$ cat src/rtl/conv3_result_streamer.sv
// Streams the conv-3 result frame out of result BRAM port A onto a valid/ready interface.
// Optional STREAM_CHECKSUM_EN appends one wrap-around checksum beat after the data words.
`timescale 1ns/1ps
module conv3_result_streamer #(
  parameter int unsigned DATA_SIZE  = 16,
  parameter int unsigned ADDR_WIDTH = 13,
  parameter int unsigned BASE_ADDR  = 7880,
  parameter int unsigned WORD_COUNT = 120,
  parameter int unsigned READ_WAIT  = 3
) (
  input  logic                  clk,
  input  logic                  rst,
  input  logic                  start,
  input  logic [DATA_SIZE-1:0]  result_bram_douta,
  output logic                  result_bram_ena,
  output logic                  result_bram_wea,
  output logic [ADDR_WIDTH-1:0] result_bram_addra,
  output logic                  m_valid,
  input  logic                  m_ready,
  output logic [DATA_SIZE-1:0]  m_data,
  output logic                  m_last,
  output logic                  busy,
  output logic                  done
);

  localparam int unsigned IW = (WORD_COUNT > 1) ? $clog2(WORD_COUNT) : 1;
  localparam int unsigned WW = $clog2(READ_WAIT + 1);
  localparam logic [IW-1:0]         LAST_IDX = IW'(WORD_COUNT - 1);
  localparam logic [WW-1:0]         CAP_CNT  = WW'(READ_WAIT - 1);
  localparam logic [ADDR_WIDTH-1:0] BASE     = ADDR_WIDTH'(BASE_ADDR);

  typedef enum logic [1:0] {S_IDLE, S_WAIT, S_SEND, S_DONE} state_e;

  state_e                  state_q, state_d;
  logic [IW-1:0]           index_q, index_d;
  logic [WW-1:0]           wait_q,  wait_d;
  logic                    ena_q,   ena_d;
  logic [ADDR_WIDTH-1:0]   addra_q, addra_d;
  logic                    valid_q, valid_d;
  logic [DATA_SIZE-1:0]    data_q,  data_d;
  logic                    last_q,  last_d;
`ifdef STREAM_CHECKSUM_EN
  logic [DATA_SIZE-1:0]    sum_q,   sum_d;
  logic                    chk_q,   chk_d;
`endif

  always_ff @(posedge clk or posedge rst) begin
    if (rst) begin
      state_q <= S_IDLE;
      index_q <= '0;
      wait_q  <= '0;
      ena_q   <= 1'b0;
      addra_q <= '0;
      valid_q <= 1'b0;
      data_q  <= '0;
      last_q  <= 1'b0;
    end else begin
      state_q <= state_d;
      index_q <= index_d;
      wait_q  <= wait_d;
      ena_q   <= ena_d;
      addra_q <= addra_d;
      valid_q <= valid_d;
      data_q  <= data_d;
      last_q  <= last_d;
    end
  end

`ifdef STREAM_CHECKSUM_EN
  always_ff @(posedge clk or posedge rst) begin
    if (rst) begin
      sum_q <= '0;
      chk_q <= 1'b0;
    end else begin
      sum_q <= sum_d;
      chk_q <= chk_d;
    end
  end
`endif

  always_comb begin
    state_d = state_q;
    index_d = index_q;
    wait_d  = wait_q;
    ena_d   = ena_q;
    addra_d = addra_q;
    valid_d = valid_q;
    data_d  = data_q;
    last_d  = last_q;
`ifdef STREAM_CHECKSUM_EN
    sum_d   = sum_q;
    chk_d   = chk_q;
`endif
    case (state_q)
      S_IDLE: begin
        if (start) begin
          ena_d   = 1'b1;
          addra_d = BASE;
          wait_d  = '0;
          state_d = S_WAIT;
`ifdef STREAM_CHECKSUM_EN
          sum_d   = '0;
          chk_d   = 1'b0;
`endif
        end
      end
      S_WAIT: begin
        wait_d = wait_q + WW'(1);
        if (wait_q == CAP_CNT) begin
          data_d  = result_bram_douta;
          valid_d = 1'b1;
          ena_d   = 1'b0;
          state_d = S_SEND;
`ifdef STREAM_CHECKSUM_EN
          last_d  = 1'b0;
`else
          last_d  = (index_q == LAST_IDX);
`endif
        end
      end
      S_SEND: begin
        if (m_ready) begin
`ifdef STREAM_CHECKSUM_EN
          if (chk_q) begin
            valid_d = 1'b0;
            last_d  = 1'b0;
            chk_d   = 1'b0;
            state_d = S_DONE;
          end else if (index_q == LAST_IDX) begin
            // Checksum beat reuses the output register; valid stays high.
            sum_d  = sum_q + data_q;
            data_d = sum_q + data_q;
            last_d = 1'b1;
            chk_d  = 1'b1;
          end else begin
            sum_d   = sum_q + data_q;
            index_d = index_q + IW'(1);
            ena_d   = 1'b1;
            addra_d = BASE + ADDR_WIDTH'(index_q) + ADDR_WIDTH'(1);
            valid_d = 1'b0;
            wait_d  = '0;
            state_d = S_WAIT;
          end
`else
          if (index_q == LAST_IDX) begin
            valid_d = 1'b0;
            last_d  = 1'b0;
            state_d = S_DONE;
          end else begin
            index_d = index_q + IW'(1);
            ena_d   = 1'b1;
            addra_d = BASE + ADDR_WIDTH'(index_q) + ADDR_WIDTH'(1);
            valid_d = 1'b0;
            wait_d  = '0;
            state_d = S_WAIT;
          end
`endif
        end
      end
      S_DONE: begin
        index_d = '0;
        state_d = S_IDLE;
      end
      default: state_d = S_IDLE;
    endcase
  end

  assign result_bram_ena   = ena_q;
  assign result_bram_wea   = 1'b0;
  assign result_bram_addra = addra_q;
  assign m_valid           = valid_q;
  assign m_data            = data_q;
  assign m_last            = last_q;
  assign busy              = (state_q != S_IDLE);
  assign done              = (state_q == S_DONE);

endmodule

$ cat config.mk
export PLATFORM = sky130hd
export DESIGN_NAME = conv3_result_streamer
export DESIGN_NICKNAME = d
export VERILOG_FILES = /design/src/rtl/conv3_result_streamer.sv
export SDC_FILE = /design/constraint.sdc
export NUM_CORES = 1
export LEC_CHECK = 0
export ABC_AREA = 1
export CAP_MARGIN = 20
export CELL_PAD_IN_SITES_DETAIL_PLACEMENT = 1
export CELL_PAD_IN_SITES_GLOBAL_PLACEMENT = 1
export CORE_ASPECT_RATIO = 0.7
export CORE_MARGIN = 3
export CORE_UTILIZATION = 25
export CTS_BUF_LIST = sky130_fd_sc_hd__clkbuf_4 sky130_fd_sc_hd__clkbuf_8 sky130_fd_sc_hd__clkbuf_16
export DETAILED_ROUTE_END_ITERATION = 8
export PLACE_DENSITY_LB_ADDON = 0.1
export SYNTH_ARGS = -nofsm -noshare
export SYNTH_HDL_FRONTEND = slang
export SYNTH_SLANG_ARGS = --single-unit
$ cat constraint.sdc
create_clock -name clk -period 1.2 [get_ports clk]
set_input_delay 0.24 -clock clk [delete_from_list [all_inputs] [get_ports clk]]
set_output_delay 0.24 -clock clk [all_outputs]
set_load 0.02 [all_outputs]
==> impl_results.md, run 1 <==
* Status: finished, violations left
* Violated checks: setup timing
* Area leader, netlist: dfrtp_1
* Die area at 8567 sq um
* Worst setup SP type: flop
* Unique masters post-synth at 22
* Final #Nets at 356
* Syn nets at 256
* HPWL Detailed at 3.832 mm
* Crit path setup slack, layout at -0.1889 ns
* Top FF cell, synth: dfrtp_1
* Pwr Density at 2380 nW/um^2
* Post-synth EDFFs at 0
* Clock slew at the register clock pins of the worst setup and hold paths at 0.08 ns
* Clock root buffer: clkbuf_8
* Routability cong. at 0.7841
* Worst r2r src: index_q[1]
* Critical path type: reg -> reg
* Worst skew pair latency at 0.31 ns
* Final Slew Violations at 0
* Gr usage total at 0.1449
* Ranking of synthesized cells by area: dfrtp_1 54%, nand2_1 23%, nand3_1 3.7%
* Max rail drop VDD at 1.001 mV
* WL final at 6.255 mm
* Endpoints failing hold at 0
* Syn Inst Count at 234
* Synth top area share at 0.5355
* Critical Path RT at 1.40 ns
* H-tree depth at 2
* Initial antenna violation count at 0
* Worst reg-to-reg setup slack at -0.19 ns
* Gr ovfl total at 0
* RSZ-0062 raised after global routing: yes
* Count leader, synth: nand2_1
* Via density at 4.277
* Cell count after placement at 399
* Final non-filler cell total at 429
* Synth Area per Inst at 7.988 sq um
* Clock tree buffer depth at 2
* Yosys reg bits at 40
* Max cap viols at 0
* Yosys warnings at 0
* Final Cycle Share at 1.157
* Register area at 1003 sq um
* First-pass GRT wire length at 9.487 mm
* Share of cells above drive strength 1 at 0.5194
* # diodes at 0
* Pin count of the biggest net entering global routing at 41
* Multi-input gate area at 1075 sq um
* Reg2reg path depth at 10
* Io pins at 55
* Seq/Total Area, Yosys at 0.5355
* Cts bufs inserted at 5
* DRC at 0
* Routed Antenna Nets at 0
* Crit end category: flop
* Synth cell count leaders: 116 x nand2_1, 40 x dfrtp_1, 18 x inv_1
* FP Rows at 25
* Worst R2R End: m_last
* Routed length per instance at 14.58 um
* Clock sink count at 40
* Maximum clock frequency at 720.0 MHz
* Worst slack at placement at -0.4327 ns
* Critical Path Sink: m_last
* Core area at 7007 sq um
* CP max FO at 2
* Number of global-route vias before repair at 1,855
* Leak at 1.678 nW
* Die Wd at 109.4 um
* Hold Path Class: in -> async
* CTS tree: built
* Filler cells at 831
* Vias at 1,835
* Util after Layout at 0.4663
* WP data arrival at 1.59 ns
* Asr flop ratio synth at 1.000
* Initial core utilization at 0.2668
* Tmin final at 1.389 ns
* Mapped Area at 1869 sq um
* Clk_skew at 0.007967 ns
* Chip Height at 78.35 um
* Detailed Routing Iterations Pass 1 at 4
* # hold bufs at CTS at 0
* Layout area overhead at 74.77%
* Port bufs at 53
* Critical path origin: index_q[1]
* Final setup viols at 42
* Starting DRT DRC Count at 52
-- per-layer routing --
metal	part of all wire	global-route usage	vias up	routed length, um
met5	0	0	-	0
met4	0.0096	0.03736	0	60
met3	0.057	0.05012	5	359
met2	0.43	0.2052	40	2715
met1	0.50	0.2089	876	3119
li1	-	-	914	-
-- where the power goes --
| part | total, mW | internal [mW] | switching (mW) | leakage (nW) |
|---|---|---|---|---|
| combinational | 4.20 | 1.88 | 2.33 | 1.11 |
| clock | 1.25 | 0.735 | 0.511 | 0.0645 |
| sequential | 2.33 | 1.86 | 0.471 | 0.501 |
| total | 7.78 | 4.47 | 3.31 | 1.68 |
-- state kept, by name, summed over array words and instances (netlist names) --
register and cells:
m_valid 1, result_bram_ena 1, result_bram_addra 10, state_q 2
wait_q 2, m_data 16, index_q 7, m_last 1
-- stage by stage --
step / total power, mW / setup TNS (ns) / hold slack (ns) / instance area [sq um]
global placement: 5.304 / -10.27 / 0.4594 / 2698
floorplan: 3.839 / -0.04809 / 0.3496 / 1894
CTS: 7.070 / -3.868 / 0.3107 / 3038
detailed placement: 5.354 / -11.31 / 0.4599 / 2698
global route: 8.334 / -8.298 / 0.3299 / 3267
finish: 7.776 / -5.461 / 0.2908 / 3267
-- repair_timing --
item,CTS,global route
gates cloned,1,2
resized for setup,172,82
endpoints found under the hold margin,0,0
endpoints found under the setup margin,74,57
buffers inserted,12,7
pin swaps,17,27
-- layout make-up --
| class | count | share of cell area |
|---|---|---|
| tap | 94 | 0.03600 |
| timing repair buffer | 99 | 0.2566 |
| clock buffer | 7 | 0.02949 |
| multi-input combinational | 167 | 0.3290 |
| inverter | 21 | 0.03255 |
| clock inverter | 1 | 0.009192 |
| sequential | 40 | 0.3072 |
-- worst max-delay path: stages (launching register included) --
cell	delay, ns
dfrtp_1	0.41
ha_4	0.18
nand2_4	0.06
nor2_4	0.04
buf_4	0.13
nand2_2	0.05
inv_2	0.05
buf_4	0.13
buf_4	0.12
nand2_2	0.05
nand2_1	0.06
-- worst min path at each step --
stage	end	depth (start not counted)	from	slack, ns
2_1_floorplan	m_data[0]	2	result_bram_douta[0]	0.35
3_3_place_gp	wait_q[0]	2	wait_q[0]	0.46
3_5_place_dp	wait_q[0]	2	wait_q[0]	0.46
4_1_cts	result_bram_addra[8]	3	rst	0.31
5_1_grt	result_bram_addra[6]	3	rst	0.33
6_report	result_bram_addra[5]	3	rst	0.29
-- cells by family after synthesis --
family,Yosys count,share of synthesized area
simple gates,153,0.3474
flops,40,0.5355
buf+inv,28,0.07295
compound gates,10,0.02878
fa+ha+maj,2,0.01338
other cells,1,0.002006
-- placed cells by master (no fill, tap or decap), types with 4 or more instances in the layout --
cell type and n:
inv_2 5, dfrtp_1 38, o21ai_0 4, nand3_1 9
nor2_1 4, buf_4 33, buf_2 32, inv_1 12
nor2_4 6, nand3_2 4, buf_6 8, clkdlybuf4s50_1 19
clkbuf_8 7, buf_12 5, nand2_1 69, nand2_2 32
nand2_4 18
(Power assumes the default switching activity.)
==> inputs of run 2 (changes only) <==
--- a/config.mk
+++ b/config.mk
@@ -15,6 +15,7 @@
 export CTS_BUF_LIST = sky130_fd_sc_hd__clkbuf_4 sky130_fd_sc_hd__clkbuf_8 sky130_fd_sc_hd__clkbuf_16
 export DETAILED_ROUTE_END_ITERATION = 8
 export PLACE_DENSITY_LB_ADDON = 0.1
+export SETUP_SLACK_MARGIN = 0.3
 export SYNTH_ARGS = -nofsm -noshare
 export SYNTH_HDL_FRONTEND = slang
 export SYNTH_SLANG_ARGS = --single-unit
==> run 2 against run 1 <==
- the run still ends with setup timing left
- final cell count up 7.2%
- largest power group unchanged
- clock-buffer cell count unchanged
- clock skew increased by 0.0023 ns
==> impl_results.md, run 2 (synthesis gave the netlist of run 1 again) <==
* Reg power frac at 0.280 (-0.019)
* Final setup TNS at -3.614 ns (+1.847 ns)
* Port bufs at 53 (unchanged)
* Share of cells above drive strength 1 at 0.5574 (+0.03797)
* Initial core utilization at 0.2668 (unchanged)
* Max cap viols at 0 (unchanged)
* Filler cells at 816 (-1.8%)
* Final #Nets at 387 (+8.7%)
* Crit path setup slack, layout at -0.1634 ns (+0.02544 ns)
* Core area at 7007 sq um (unchanged)
* WP data arrival at 1.54 ns (-0.05 ns)
* Clk_skew at 0.01027 ns (+0.002298 ns)
* Cts bufs inserted at 5 (unchanged)
* # diodes at 0 (unchanged)
* Final setup viols at 43 (+2.4%)
* Status: finished, violations left
* Max rail drop VDD at 0.9373 mV (-6.4%)
* Post-route cell area at 3612 sq um (+11%)
* Max FFs per register at 16 (unchanged)
* Via density at 4.176 (-2.4%)
* Clock tree buffer depth at 2 (unchanged)
* DP Area at 2765 sq um (+2.5%)
* Pin count of the biggest net entering global routing at 41 (unchanged)
* Worst setup SP type: flop
* H-tree depth at 2 (unchanged)
* Initial antenna violation count at 0 (unchanged)
* Final Cycle Share at 1.136 (-0.02120)
* Clock root buffer: clkbuf_8
* Power Internal at 4.870 mW (+9.0%)
* Tmin final at 1.363 ns (-0.02544 ns)
* Worst r2r src: index_q[0]
* Die Wd at 109.4 um (unchanged)
* Worst skew pair latency at 0.29 ns (-0.02 ns)
* Multi-input gate area at 1050 sq um (-2.3%)
* Gr ovfl total at 0 (unchanged)
* Sw Ratio at 0.4070 (-0.01833)
* Number of global-route vias before repair at 2,000 (+7.8%)
* Routed Antenna Nets at 0 (unchanged)
* Critical Path RT at 1.38 ns (-0.02 ns)
* Crit end category: flop
* Crit-path cells: ha_4, nand2_4, nor2_4, nand3_4, inv_2, nor2_1, buf_4, or2_1
* # hold bufs at CTS at 0 (unchanged)
* Most frequent cells in the layout: 72 x nand2_1, 64 x buf_4, 39 x buf_6, 38 x dfrtp_1, 36 x nand2_2
* Worst reg-to-reg setup slack at -0.16 ns (+0.03 ns)
* Hold Path Class: in -> async
* Clock sink count at 40 (unchanged)
* Detailed Routing Iterations Pass 1 at 4 (unchanged)
* FP Rows at 25 (unchanged)
* Io pins at 55 (unchanged)
* Reg2reg path depth at 8 (-2)
* WL final at 6.624 mm (+5.9%)
* Leak at 1.897 nW (+13%)
* Worst R2R End: result_bram_addra[11]
* First-pass GRT wire length at 10.25 mm (+8.1%)
* Layout area overhead at 93.24%
* Worst slack at placement at -0.4612 ns (-0.02854 ns)
* Routed length per instance at 14.40 um (-1.2%)
* Sw power at 3.343 mW (+1.1%)
* Chip Height at 78.35 um (unchanged)
* Final Slew Violations at 0 (unchanged)
* CP max-delay cell: dfrtp_1
* CTS tree: built
* Comb pwr share at 0.600 (+0.059)
* Routability cong. at 0.8054 (+2.7%)
* Clock slew at the register clock pins of the worst setup and hold paths at 0.08 ns (about the same)
* Vias at 1,921 (+4.7%)
* Tot Pwr at 8.213 mW (+5.6%)
* Die area at 8567 sq um (unchanged)
* Clock share of power at 0.119 (-0.041)
* Pwr Density at 2274 nW/um^2 (-4.5%)
* Violated checks: setup timing
* Maximum clock frequency at 733.5 MHz (+1.9%)
* HPWL Detailed at 4.197 mm (+9.5%)
* Endpoints failing hold at 0 (unchanged)
* Commonest non-fill, non-tap cell in the layout: nand2_1
* Gr usage total at 0.1557 (+0.01086)
* Hold slack at 0.3497 ns (+0.05894 ns)
* Critical path type: reg -> reg
* DRC at 0 (unchanged)
* Starting DRT DRC Count at 44 (-15%)
* RSZ-0062 raised after global routing: yes
* Register area at 1003 sq um (unchanged)
* CP max FO at 3 (+1)
* CP max stage delay at 0.41 ns (about the same)
==> run 2: changes by cell type in the layout (fill, tap and decap cells not counted), moves of 3 or more <==
cell,delta
buf_6,+31
buf_4,+31
nand2_4,-7
buf_2,-30
nand2_1,+3
nand2_2,+4
==> run 2: cell type report <==
class / count / area share
Timing Repair inverter: 2 / 0.007620
Timing Repair Buffer: 128 / 0.3350
Inverter: 21 / 0.02944
Clock buffer: 7 / 0.02494
Clock inverter: 1 / 0.002078
Multi-Input combinational cell: 167 / 0.2906
Sequential cell: 40 / 0.2778
Tap cell: 94 / 0.03256
==> run 2: worst max-delay path by stage <==
stage	start	endpoint	slack, ns	depth (start not counted)
floorplan	index_q[1]	result_bram_addra[11]	-0.05	7
global placement	m_ready	result_bram_addra[3]	-0.39	8
detailed placement	m_ready	result_bram_addra[8]	-0.46	8
CTS	index_q[0]	index_q[3]	-0.16	9
global route	index_q[0]	result_bram_addra[11]	-0.22	8
finish	index_q[0]	result_bram_addra[11]	-0.16	8
==> run 2: metrics by stage <==
stage	cells	utilization
3_5_place_dp	405	0.3946
6_report	460	0.5155
5_1_grt	460	0.5155
4_1_cts	445	0.4723
2_1_floorplan	234	-
3_3_place_gp	405	0.3946
==> run 2: repair_timing <==
| action | in CTS | in global routing |
|---|---|---|
| pin swaps | 8 | 10 |
| gates resized for setup | 241 | 56 |
| gates cloned | 4 | 0 |
| setup buffers | 28 | 15 |
| setup endpoints to repair | 74 | 74 |
==> run 2: layer usage <==
layer,GRT usage,wire length [um],vias up
li1,-,-,974
met1,0.2274,3392,913
met2,0.2357,2931,32
met3,0.03205,278,2
met4,0.03611,21,0
met5,0,0,-
==> run 2: critical path: cells and delay by family, from the launching register on <==
kind	cells	cell delay, ns
flip-flops	1	0.41
adder cells (fa/ha/maj)	1	0.16
AND/OR/NAND/NOR	5	0.48
buffers and inverters	2	0.19
==> run 2: power groups by stage <==
stage	clock, mW	sequential, mW	combinational [mW]
floorplan	0	2.66	1.25
global placement	0	2.19	3.30
detailed placement	0	2.20	3.36
CTS	1.01	2.26	4.32
global route	1.08	2.36	5.33
finish	0.981	2.30	4.93
==> inputs of run 3 (changes only) <==
--- a/config.mk
+++ b/config.mk
@@ -8,10 +8,10 @@
 export ABC_AREA = 1
 export CAP_MARGIN = 20
 export CELL_PAD_IN_SITES_DETAIL_PLACEMENT = 1
-export CELL_PAD_IN_SITES_GLOBAL_PLACEMENT = 1
+export CELL_PAD_IN_SITES_GLOBAL_PLACEMENT = 2
 export CORE_ASPECT_RATIO = 0.7
 export CORE_MARGIN = 3
-export CORE_UTILIZATION = 25
+export CORE_UTILIZATION = 24
 export CTS_BUF_LIST = sky130_fd_sc_hd__clkbuf_4 sky130_fd_sc_hd__clkbuf_8 sky130_fd_sc_hd__clkbuf_16
 export DETAILED_ROUTE_END_ITERATION = 8
 export PLACE_DENSITY_LB_ADDON = 0.1
==> run 3 against run 2 <==
- the run still ends with setup timing left
- via count is 2.0% lower
- power is 1.1% lower
- sequential share of layout area is 0.68 points higher
- register-to-register slack better by 0.02 ns
- critical path depth is 2 lower
- non-clock buffer count is 3 lower
- sequential power hardly changed
- routed wire length is 9.1% lower
- die area is 3.9% higher
==> impl_results.md, run 3 (synthesis gave the netlist of run 1 again) <==
* Clock sink count at 40 (unchanged)
* WP data arrival at 1.52 ns (-0.02 ns)
* HPWL Detailed at 4.144 mm (-1.3%)
* Util after Layout at 0.4760 (-0.03949)
* Commonest non-fill, non-tap cell in the layout: nand2_1
* Detailed Routing Iterations Pass 1 at 4 (unchanged)
* Worst slack at placement at -0.4170 ns (+0.04418 ns)
* Max rail drop VDD at 1.095 mV (+17%)
* First-pass GRT wire length at 9.729 mm (-5.1%)
* Maximum clock frequency at 742.6 MHz (+1.2%)
* Final #Nets at 381 (-1.6%)
* Endpoints failing hold at 0 (unchanged)
* Most frequent cells in the layout: 80 x nand2_1, 57 x buf_4, 45 x buf_6, 37 x dfrtp_1, 29 x nand2_2
* Worst reg-to-reg setup slack at -0.15 ns (+0.02 ns)
* Cell count after placement at 409 (+0.99%)
* Io pins at 55 (unchanged)
* Die area at 8901 sq um (+3.9%)
* Final setup viols at 43 (unchanged)
* # diodes at 0 (unchanged)
* RSZ-0062 raised after global routing: yes
* Routability cong. at 0.7676 (-4.7%)
* FP Rows at 26 (+4.0%)
* Max cap viols at 0 (unchanged)
* Clock tree buffer depth at 2 (unchanged)
* Initial antenna violation count at 0 (unchanged)
* Status: finished, violations left
* Port bufs at 53 (unchanged)
* Layout area overhead at 88.89%
* Final non-filler cell total at 458 (-0.43%)
* Hold Path Class: in -> async
* Leak at 1.812 nW (-4.5%)
* Tmin final at 1.347 ns (-0.01676 ns)
* Gr ovfl total at 0 (unchanged)
* Cts bufs inserted at 5 (unchanged)
* Routed length per instance at 13.14 um (-8.7%)
* WL final at 6.019 mm (-9.1%)
* Starting DRT DRC Count at 40 (-9.1%)
* CP max FO at 6 (+3)
* Filler cells at 862 (+5.6%)
* Clock slew at the register clock pins of the worst setup and hold paths at 0.08 ns (about the same)
* Max FFs per register at 16 (unchanged)
* CTS tree: built
* Core area at 7417 sq um (+5.9%)
* Chip Height at 79.84 um (+1.9%)
* Crit path setup slack, layout at -0.1467 ns (+0.01676 ns)
* DRC at 0 (unchanged)
* Number of global-route vias before repair at 1,911 (-4.5%)
* Crit end category: flop
* Clock root buffer: clkbuf_8
* Die Wd at 111.5 um (+2.0%)
* H-tree depth at 2 (unchanged)
* Final Slew Violations at 0 (unchanged)
* Pin count of the biggest net entering global routing at 30 (-27%)
* Worst setup SP type: flop
* Vias at 1,882 (-2.0%)
* Worst skew pair latency at 0.29 ns (about the same)
* Clk_skew at 0.004543 ns (-0.005723 ns)
* Share of cells above drive strength 1 at 0.5306 (-0.02682)
* Final Cycle Share at 1.122 (-0.01397)
* Violated checks: setup timing
* Initial core utilization at 0.2520 (-0.01476)
* Critical path origin: state_q[0]
* Pwr Density at 2301 nW/um^2 (+1.2%)
* Routed Antenna Nets at 0 (unchanged)
* Critical Path RT at 1.37 ns (about the same)
* Worst r2r src: state_q[0]
* Gr usage total at 0.1371 (-0.01862)
* Critical path type: reg -> reg
* Via density at 4.109 (-1.6%)
## run 3: changes by cell type in the layout (fill, tap and decap cells not counted), moves of 2 or more
cell	previous run	this run
nand2_2	36	29
buf_4	64	57
buf_6	39	45
nand2_1	72	80
buf_2	2	0
## run 3: final cells by class
class | count | area [sq um] | area share
Sequential cell | 40 | 1005 | 0.2845
Tap cell | 98 | 122.6 | 0.03473
Multi-Input combinational cell | 166 | 996.0 | 0.2821
Inverter | 21 | 100.1 | 0.02835
Clock buffer | 8 | 97.59 | 0.02764
Timing Repair Buffer | 125 | 1210 | 0.3427
## run 3: path summary, 6_finish.rpt
path | to | depth (start not counted)
setup reg to reg | result_bram_addra[11] | 6
max in group asynchronous | state_q[0] | 3
hold reg to reg | wait_q[0] | 2
setup / recovery | result_bram_addra[11] | 6
hold / removal | index_q[3] | 3
min in group clk | m_data[12] | 3
## run 3: worst max-delay path: stages (launching register included)
cell and delay, ns:
dfrtp_2 0.48, nor2_4 0.17, buf_12 0.11, nand3_4 0.13
inv_2 0.09, nor2_2 0.05, or2_1 0.21
## run 3: through the flow
stage	area [sq um]	hold WS (ns)	total power, mW	TNS (ns)
2_1_floorplan	1923	0.2188	3.913	-0.04636
3_3_place_gp	2770	0.4576	5.511	-7.898
3_5_place_dp	2770	0.4598	5.559	-8.746
4_1_cts	3242	0.3431	7.443	-2.825
5_1_grt	3531	0.3729	8.716	-6.029
6_report	3531	0.3418	8.126	-2.896
## run 3: layer usage
| layer | track usage | wire, um |
|---|---|---|
| met2 | 0.2070 | 2624 |
| met1 | 0.1973 | 3116 |
| met3 | 0.03333 | 235 |
| met5 | 0 | 0 |
| met4 | 0.03281 | 42 |
## run 3: repair_timing
item / in CTS / in global routing
buffers inserted: 22 / 18
endpoints found under the hold margin: 0 / 0
endpoints found under the setup margin: 74 / 74
resized for setup: 252 / 41
hold buffers: 0 / 0
pin swaps: 13 / 15
cloned: 0 / 1
## run 3: where the power goes
part | leakage, nW | total [mW] | internal [mW] | switching [mW]
sequential | 0.500 | 2.30 | 1.86 | 0.446
clock | 0.0523 | 0.985 | 0.515 | 0.470
combinational | 1.26 | 4.84 | 2.53 | 2.31
total | 1.81 | 8.13 | 4.90 | 3.22
